`src/rtl/seq_mul_unit_if.sv`:
```
// Handshake and data bundle for the sequential multiplier: operand side (in_*, A, B,
// signed_mode) and result side (out_*, product, zero).
interface seq_mul_unit_if #(
  parameter int WIDTH = 8
);
  logic                 in_valid;
  logic                 in_ready;
  logic [WIDTH-1:0]     A;
  logic [WIDTH-1:0]     B;
  logic                 signed_mode;
  logic                 out_valid;
  logic                 out_ready;
  logic [2*WIDTH-1:0]   product;
  logic                 zero;

  modport master (
    output in_valid, A, B, signed_mode, out_ready,
    input  in_ready, out_valid, product, zero
  );

  modport slave (
    input  in_valid, A, B, signed_mode, out_ready,
    output in_ready, out_valid, product, zero
  );
endinterface

```
`src/rtl/seq_mul_unit.sv`:
```
// Radix-2 shift-add multiplier, one partial product per clock, sign-magnitude handling
// for signed mode. Fixed latency of WIDTH edges from accept to out_valid.
module seq_mul_unit #(
  parameter int WIDTH = 8
) (
  input  logic          clk,
  input  logic          rst_n,
  seq_mul_unit_if.slave bus
);
  localparam int            CW   = (WIDTH > 1) ? $clog2(WIDTH) : 1;
  localparam int            PW   = 2 * WIDTH;
  localparam logic [CW-1:0] LAST = CW'(WIDTH - 1);

  typedef enum logic [1:0] {IDLE, RUN, DONE} state_t;

  state_t          state;
  state_t          state_next;
  logic [WIDTH-1:0] mag_a;
  logic [WIDTH-1:0] mag_b;
  logic            neg;
  logic [CW-1:0]   cnt;
  logic [PW-1:0]   acc;
  logic [PW-1:0]   acc_sum;
  logic [PW-1:0]   partial;
  logic [PW-1:0]   product_q;
  logic            zero_q;
  logic [WIDTH-1:0] a_abs;
  logic [WIDTH-1:0] b_abs;

  // Negating the most negative value yields 2^(WIDTH-1), still exact as an unsigned magnitude.
  assign a_abs = (bus.signed_mode && bus.A[WIDTH-1]) ? -bus.A : bus.A;
  assign b_abs = (bus.signed_mode && bus.B[WIDTH-1]) ? -bus.B : bus.B;

  assign partial = mag_b[cnt] ? (PW'(mag_a) << cnt) : '0;
  assign acc_sum = acc + partial;

  always_comb begin
    // NOTE: next state gets a default before the case so no path leaves it unassigned (no latch).
    state_next = state;
    case (state)
      IDLE:    if (bus.in_valid)  state_next = RUN;
      RUN:     if (cnt == LAST)   state_next = DONE;
      DONE:    if (bus.out_ready) state_next = IDLE;
      default:                    state_next = IDLE;
    endcase
  end

  // NOTE: state registers use non-blocking assignment so every flop samples pre-edge values.
  always_ff @(posedge clk) begin
    if (!rst_n) state <= IDLE;
    else        state <= state_next;
  end

  always_ff @(posedge clk) begin
    if (!rst_n) begin
      mag_a     <= '0;
      mag_b     <= '0;
      neg       <= 1'b0;
      cnt       <= '0;
      acc       <= '0;
      product_q <= '0;
      zero_q    <= 1'b0;
    end else begin
      case (state)
        IDLE: begin
          if (bus.in_valid) begin
            mag_a <= a_abs;
            mag_b <= b_abs;
            neg   <= bus.signed_mode & (bus.A[WIDTH-1] ^ bus.B[WIDTH-1]);
            acc   <= '0;
            cnt   <= '0;
          end
        end
        RUN: begin
          acc <= acc_sum;
          cnt <= cnt + 1'b1;
          if (cnt == LAST) begin
            product_q <= neg ? -acc_sum : acc_sum;
            zero_q    <= (acc_sum == '0);
          end
        end
        default: ;
      endcase
    end
  end

  assign bus.in_ready  = (state == IDLE);
  assign bus.out_valid = (state == DONE);
  assign bus.product   = product_q;
  assign bus.zero      = zero_q;
endmodule
```
`src/flat_wrapper.sv`:
```
// flat-port wrapper written by rule: the top's interface ports become plain ports
module seq_mul_unit_flat 
#(
  parameter int WIDTH = 8
)
  (clk, rst_n, bus_in_valid, bus_A, bus_B, bus_signed_mode, bus_out_ready, bus_in_ready, bus_out_valid, bus_product, bus_zero);
  seq_mul_unit_if #(.WIDTH(WIDTH)) bus_i ();
  input  logic clk;
  input  logic rst_n;
  input wire logic [$bits(bus_i.in_valid)-1:0] bus_in_valid;
  input wire logic [$bits(bus_i.A)-1:0] bus_A;
  input wire logic [$bits(bus_i.B)-1:0] bus_B;
  input wire logic [$bits(bus_i.signed_mode)-1:0] bus_signed_mode;
  input wire logic [$bits(bus_i.out_ready)-1:0] bus_out_ready;
  output wire logic [$bits(bus_i.in_ready)-1:0] bus_in_ready;
  output wire logic [$bits(bus_i.out_valid)-1:0] bus_out_valid;
  output wire logic [$bits(bus_i.product)-1:0] bus_product;
  output wire logic [$bits(bus_i.zero)-1:0] bus_zero;
  assign bus_i.in_valid = bus_in_valid;
  assign bus_i.A = bus_A;
  assign bus_i.B = bus_B;
  assign bus_i.signed_mode = bus_signed_mode;
  assign bus_i.out_ready = bus_out_ready;
  assign bus_in_ready = bus_i.in_ready;
  assign bus_out_valid = bus_i.out_valid;
  assign bus_product = bus_i.product;
  assign bus_zero = bus_i.zero;
  seq_mul_unit #(.WIDTH(WIDTH)) u_core (.clk(clk), .rst_n(rst_n), .bus(bus_i));
endmodule
```
`config.mk`:
```
export PLATFORM = sky130hd
export DESIGN_NAME = seq_mul_unit_flat
export DESIGN_NICKNAME = d
export VERILOG_FILES = /design/src/rtl/seq_mul_unit_if.sv /design/src/rtl/seq_mul_unit.sv /design/src/flat_wrapper.sv
export SDC_FILE = /design/constraint.sdc
export NUM_CORES = 1
export LEC_CHECK = 0
export ABC_AREA = 1
export CAP_MARGIN = 40
export CELL_PAD_IN_SITES_DETAIL_PLACEMENT = 0
export CELL_PAD_IN_SITES_GLOBAL_PLACEMENT = 1
export CORE_ASPECT_RATIO = 1.1
export CORE_MARGIN = 5
export CORE_UTILIZATION = 41
export DETAILED_ROUTE_END_ITERATION = 7
export DONT_BUFFER_PORTS = 1
export PLACE_DENSITY_LB_ADDON = 0.3
export RECOVER_POWER = 50
export SYNTH_ARGS = -nofsm -noshare
export SYNTH_HDL_FRONTEND = slang
export SYNTH_SLANG_ARGS = --single-unit
export TNS_END_PERCENT = 1
```
`constraint.sdc`:
```
create_clock -name clk -period 3.1 [get_ports clk]
set_input_delay 0.62 -clock clk [delete_from_list [all_inputs] [get_ports clk]]
set_output_delay 0.62 -clock clk [all_outputs]
set_load 0.1 [all_outputs]
```
==> flow_metrics.env, run 1 <==
export IMPL_syn_area_um2=4090
export IMPL_grt_start_max_net_pins=33
export IMPL_place_inst=834
export IMPL_coreArea_um2=9790
export IMPL_yosysWarnings=0
export IMPL_synth_top_area_share_pct=26.9
export IMPL_clockBufferDepth=2
export IMPL_drive_gt1_share_pct=24.2
export IMPL_start_util_pct=41.7
export IMPL_worstMarginPinSlew_ns=1.21
export IMPL_synth_cell_types=38
export IMPL_cp_endpoint="u_core.bus.product[12]"
export IMPL_finalSetupViolations=2
export IMPL_numCtsBuffers=5
export IMPL_startpoint_type="flip-flop"
export IMPL_clkLatencyLatePin_ns=0.32
export IMPL_synth_area_leaders="dfxtp_1, nand2_1, inv_1"
export IMPL_clock_sink_count=55
export IMPL_vdd_drop_max_v=0.000302
export IMPL_rr_startpoint="u_core.cnt[0]"
export IMPL_status="finished with violations"
export IMPL_cts_tree="yes"
export IMPL_maxCapViolations=0
export IMPL_nets=781
export IMPL_setup_worst_path_class="reg2reg"
export IMPL_r2r_cells=20
export IMPL_io_pins=40
export IMPL_fp_dieH_um=115
export IMPL_finalWorstSetupSlack_ns=-0.0270
export IMPL_ys_seq_elements=55
export IMPL_synth_seq_area_share_pct=26.9
export IMPL_drt_initial_drc_count=267
export IMPL_fp_dieW_um=105
export IMPL_viasPerCell=5.21
export IMPL_syn_mean_instance_area_um2=6.10
export IMPL_arrival_ns=3.39
export IMPL_yosysTopAreaCell="dfxtp_1"
export IMPL_ant_nets=0
export IMPL_cp_max_fo=3
export IMPL_fin_hold_ws_ns=0.420
export IMPL_final_hold_violation_count=0
export IMPL_power_density_nw_per_um2=348
export IMPL_period_needed_ns=3.13
export IMPL_cts_root_buf="clkbuf_8"
export IMPL_htreeDepth=2
export IMPL_antenna_found_initial=0
export IMPL_startpoint="u_core.cnt[0]"
export IMPL_grt_overflow_total=0
export IMPL_p_leak_nw=2.51
export IMPL_crit_path_end_kind="flip-flop"
export IMPL_violations="setup timing"
export IMPL_vias=4477
export IMPL_worstPathRequired_ns=3.37
export IMPL_syn2layout_area_growth_pct=28.7
export IMPL_dp_hpwl_mm=9.66
export IMPL_r2r_setup_slack_ns=-0.03
export IMPL_row_count=38
export IMPL_drt_pass1_iterations=5
export IMPL_synthCells=670
export IMPL_drt_wl_total_mm=12.8
export IMPL_drc_errors=0
export IMPL_slew_violations=0
export IMPL_gr_usage_all_layers_pct=20.8
export IMPL_post_place_ws_ns=-0.211
export IMPL_relSlewSlack_pct=19.2
export IMPL_regToRegEndpoint="u_core.bus.product[12]"
export IMPL_power_w=0.00183
export IMPL_rsz0062_at_grt="yes"
export IMPL_hold_path_depth=2
export IMPL_path_clk_slew_ns=0.11
export IMPL_hold_buffers=0
export IMPL_setup_tns_final_ns=-0.0460
export IMPL_grt_pass1_wl_mm=20.6
export IMPL_fin_skew_ns=0.0108
export IMPL_port_buffers=0
export IMPL_wl_per_cell_um=14.9
export IMPL_die_area_um2=12100
export IMPL_fmax_mhz=320
export IMPL_fin_crit_sh_pct=101
export IMPL_hp_class="in2reg"
export IMPL_grt_pass1_vias=4299
export IMPL_fin_cells=860
export IMPL_syn_nets=712
export IMPL_diodes=0
export IMPL_gp_congestion=0.917
## worst min path at each step
stage	start	endpoint	slack [ns]
floorplan	u_core.acc[2]	u_core.acc[2]	0.44
global placement	u_core.acc[11]	u_core.acc[11]	0.46
finish	rst_n	u_core.bus.product[2]	0.42
CTS	rst_n	u_core.mag_a[5]	0.41
global route	rst_n	u_core.bus.product[2]	0.41
detailed placement	u_core.acc[11]	u_core.acc[11]	0.46
## critical path, cell delays in order (launching register included)
cell and delay [ns]:
dfxtp_4 0.40, buf_6 0.12, o21ai_2 0.05, o22ai_1 0.14, nand2_1 0.14, buf_6 0.15
nor3_4 0.12, buf_6 0.13, fa_1 0.45, inv_2 0.11, ha_4 0.13, a21boi_4 0.16
nand3_2 0.10, nor2_4 0.10, nand3_2 0.09, nor2_4 0.10, nand4_1 0.16, buf_4 0.19
nand4_1 0.07, nand2_1 0.06, nor2_1 0.10
## state kept, by name, indices dropped and copies added, names as in the netlist
| name | flops |
|---|---|
| u_core.neg | 1 |
| u_core.acc | 16 |
| u_core.state | 2 |
| u_core.bus.zero | 1 |
| u_core.bus.product | 16 |
| u_core.mag_a | 8 |
| u_core.cnt | 3 |
| u_core.mag_b | 8 |
## through the flow
step                utilization, %  area, um2
floorplan                        -       4100
global placement              46.3       4530
detailed placement            49.6       4850
CTS                           52.1       5100
global route                  53.7       5260
finish                        53.7       5260
## cell usage after synthesis (all sizes together)
| cell | count |
|---|---|
| o21a | 4 |
| a21boi | 1 |
| nor2 | 68 |
| nand3 | 42 |
| ha | 20 |
| xor2 | 8 |
| clkbuf | 17 |
| a211oi | 1 |
| mux2i | 2 |
| o211ai | 2 |
| nand4 | 5 |
| buf | 5 |
| o31ai | 2 |
| fa | 1 |
| and2 | 2 |
| inv | 93 |
| nand3b | 4 |
| a221oi | 1 |
| a21oi | 54 |
| o22ai | 2 |
| nor3 | 6 |
| dfxtp | 55 |
| nand2 | 213 |
| o221ai | 6 |
| a31oi | 2 |
| o21ai | 45 |
| xnor2 | 5 |
| o41ai | 2 |
| nor3b | 1 |
| o21bai | 1 |
## where the power goes
group / switching [W] / internal [W] / total (W)
Combinational: 0.000320 / 0.000247 / 0.000567
Sequential: 0.0000274 / 0.000732 / 0.000760
Clock: 0.000262 / 0.000244 / 0.000506
## layout make-up
type	instances	area, um2
Inverter	93	354
Multi-Input combinational cell	500	2930
Clock buffer	5	68.8
Fill cell	1002	4530
Sequential cell	55	1110
Clock inverter	3	46.3
Timing Repair Buffer	84	603
Tap cell	120	150
## cell usage in the layout (no fill, tap or decap), drive strengths merged, types with 2 or more instances in the layout
| cell type | instances |
|---|---|
| o221ai | 6 |
| o22ai | 2 |
| xor2 | 8 |
| nor3 | 6 |
| o31ai | 2 |
| clkbuf | 24 |
| nand3b | 4 |
| mux2i | 2 |
| dfxtp | 55 |
| nand4 | 5 |
| o21a | 4 |
| nand2 | 213 |
| a21oi | 54 |
| nand3 | 42 |
| and2 | 2 |
| o211ai | 2 |
| ha | 20 |
| o21ai | 45 |
| nor2 | 68 |
| inv | 94 |
| buf | 65 |
| a31oi | 2 |
| o41ai | 2 |
| xnor2 | 5 |
## logic make-up after synthesis
group | synth area share (%)
and+or+nand+nor | 35.8
AOI/OAI and AO/OA | 16.8
buffers and inverters | 10.7
DFF | 26.9
adders and majority gates | 6.61
xor gates and xnor gates | 2.79
muxes | 0.490
## metal layers
metal	track usage, %	wire length [um]	part of all wire, %	vias up
met1	26.0	5680	44	2080
met5	0	0	0	-
met3	3.55	493	3.9	19
met4	6.14	225	1.8	0
met2	36.7	6400	50	80
li1	-	-	-	2298
## timing repair
item / 4_1_cts / 5_1_grt
endpoints found under the setup margin: 9 / 17
setup buffers: 11 / 7
endpoints found under the hold margin: 0 / 0
pin swaps: 15 / 22
resized for setup: 20 / 90
No activity file was read; power rests on OpenSTA's default activity.
==> inputs of run 2 (changes only) <==
- ABC_CLOCK_PERIOD_IN_PS: default -> 3100
==> results of run 2 <==
Final layout, timing and power as in run 1 (identical DEF).
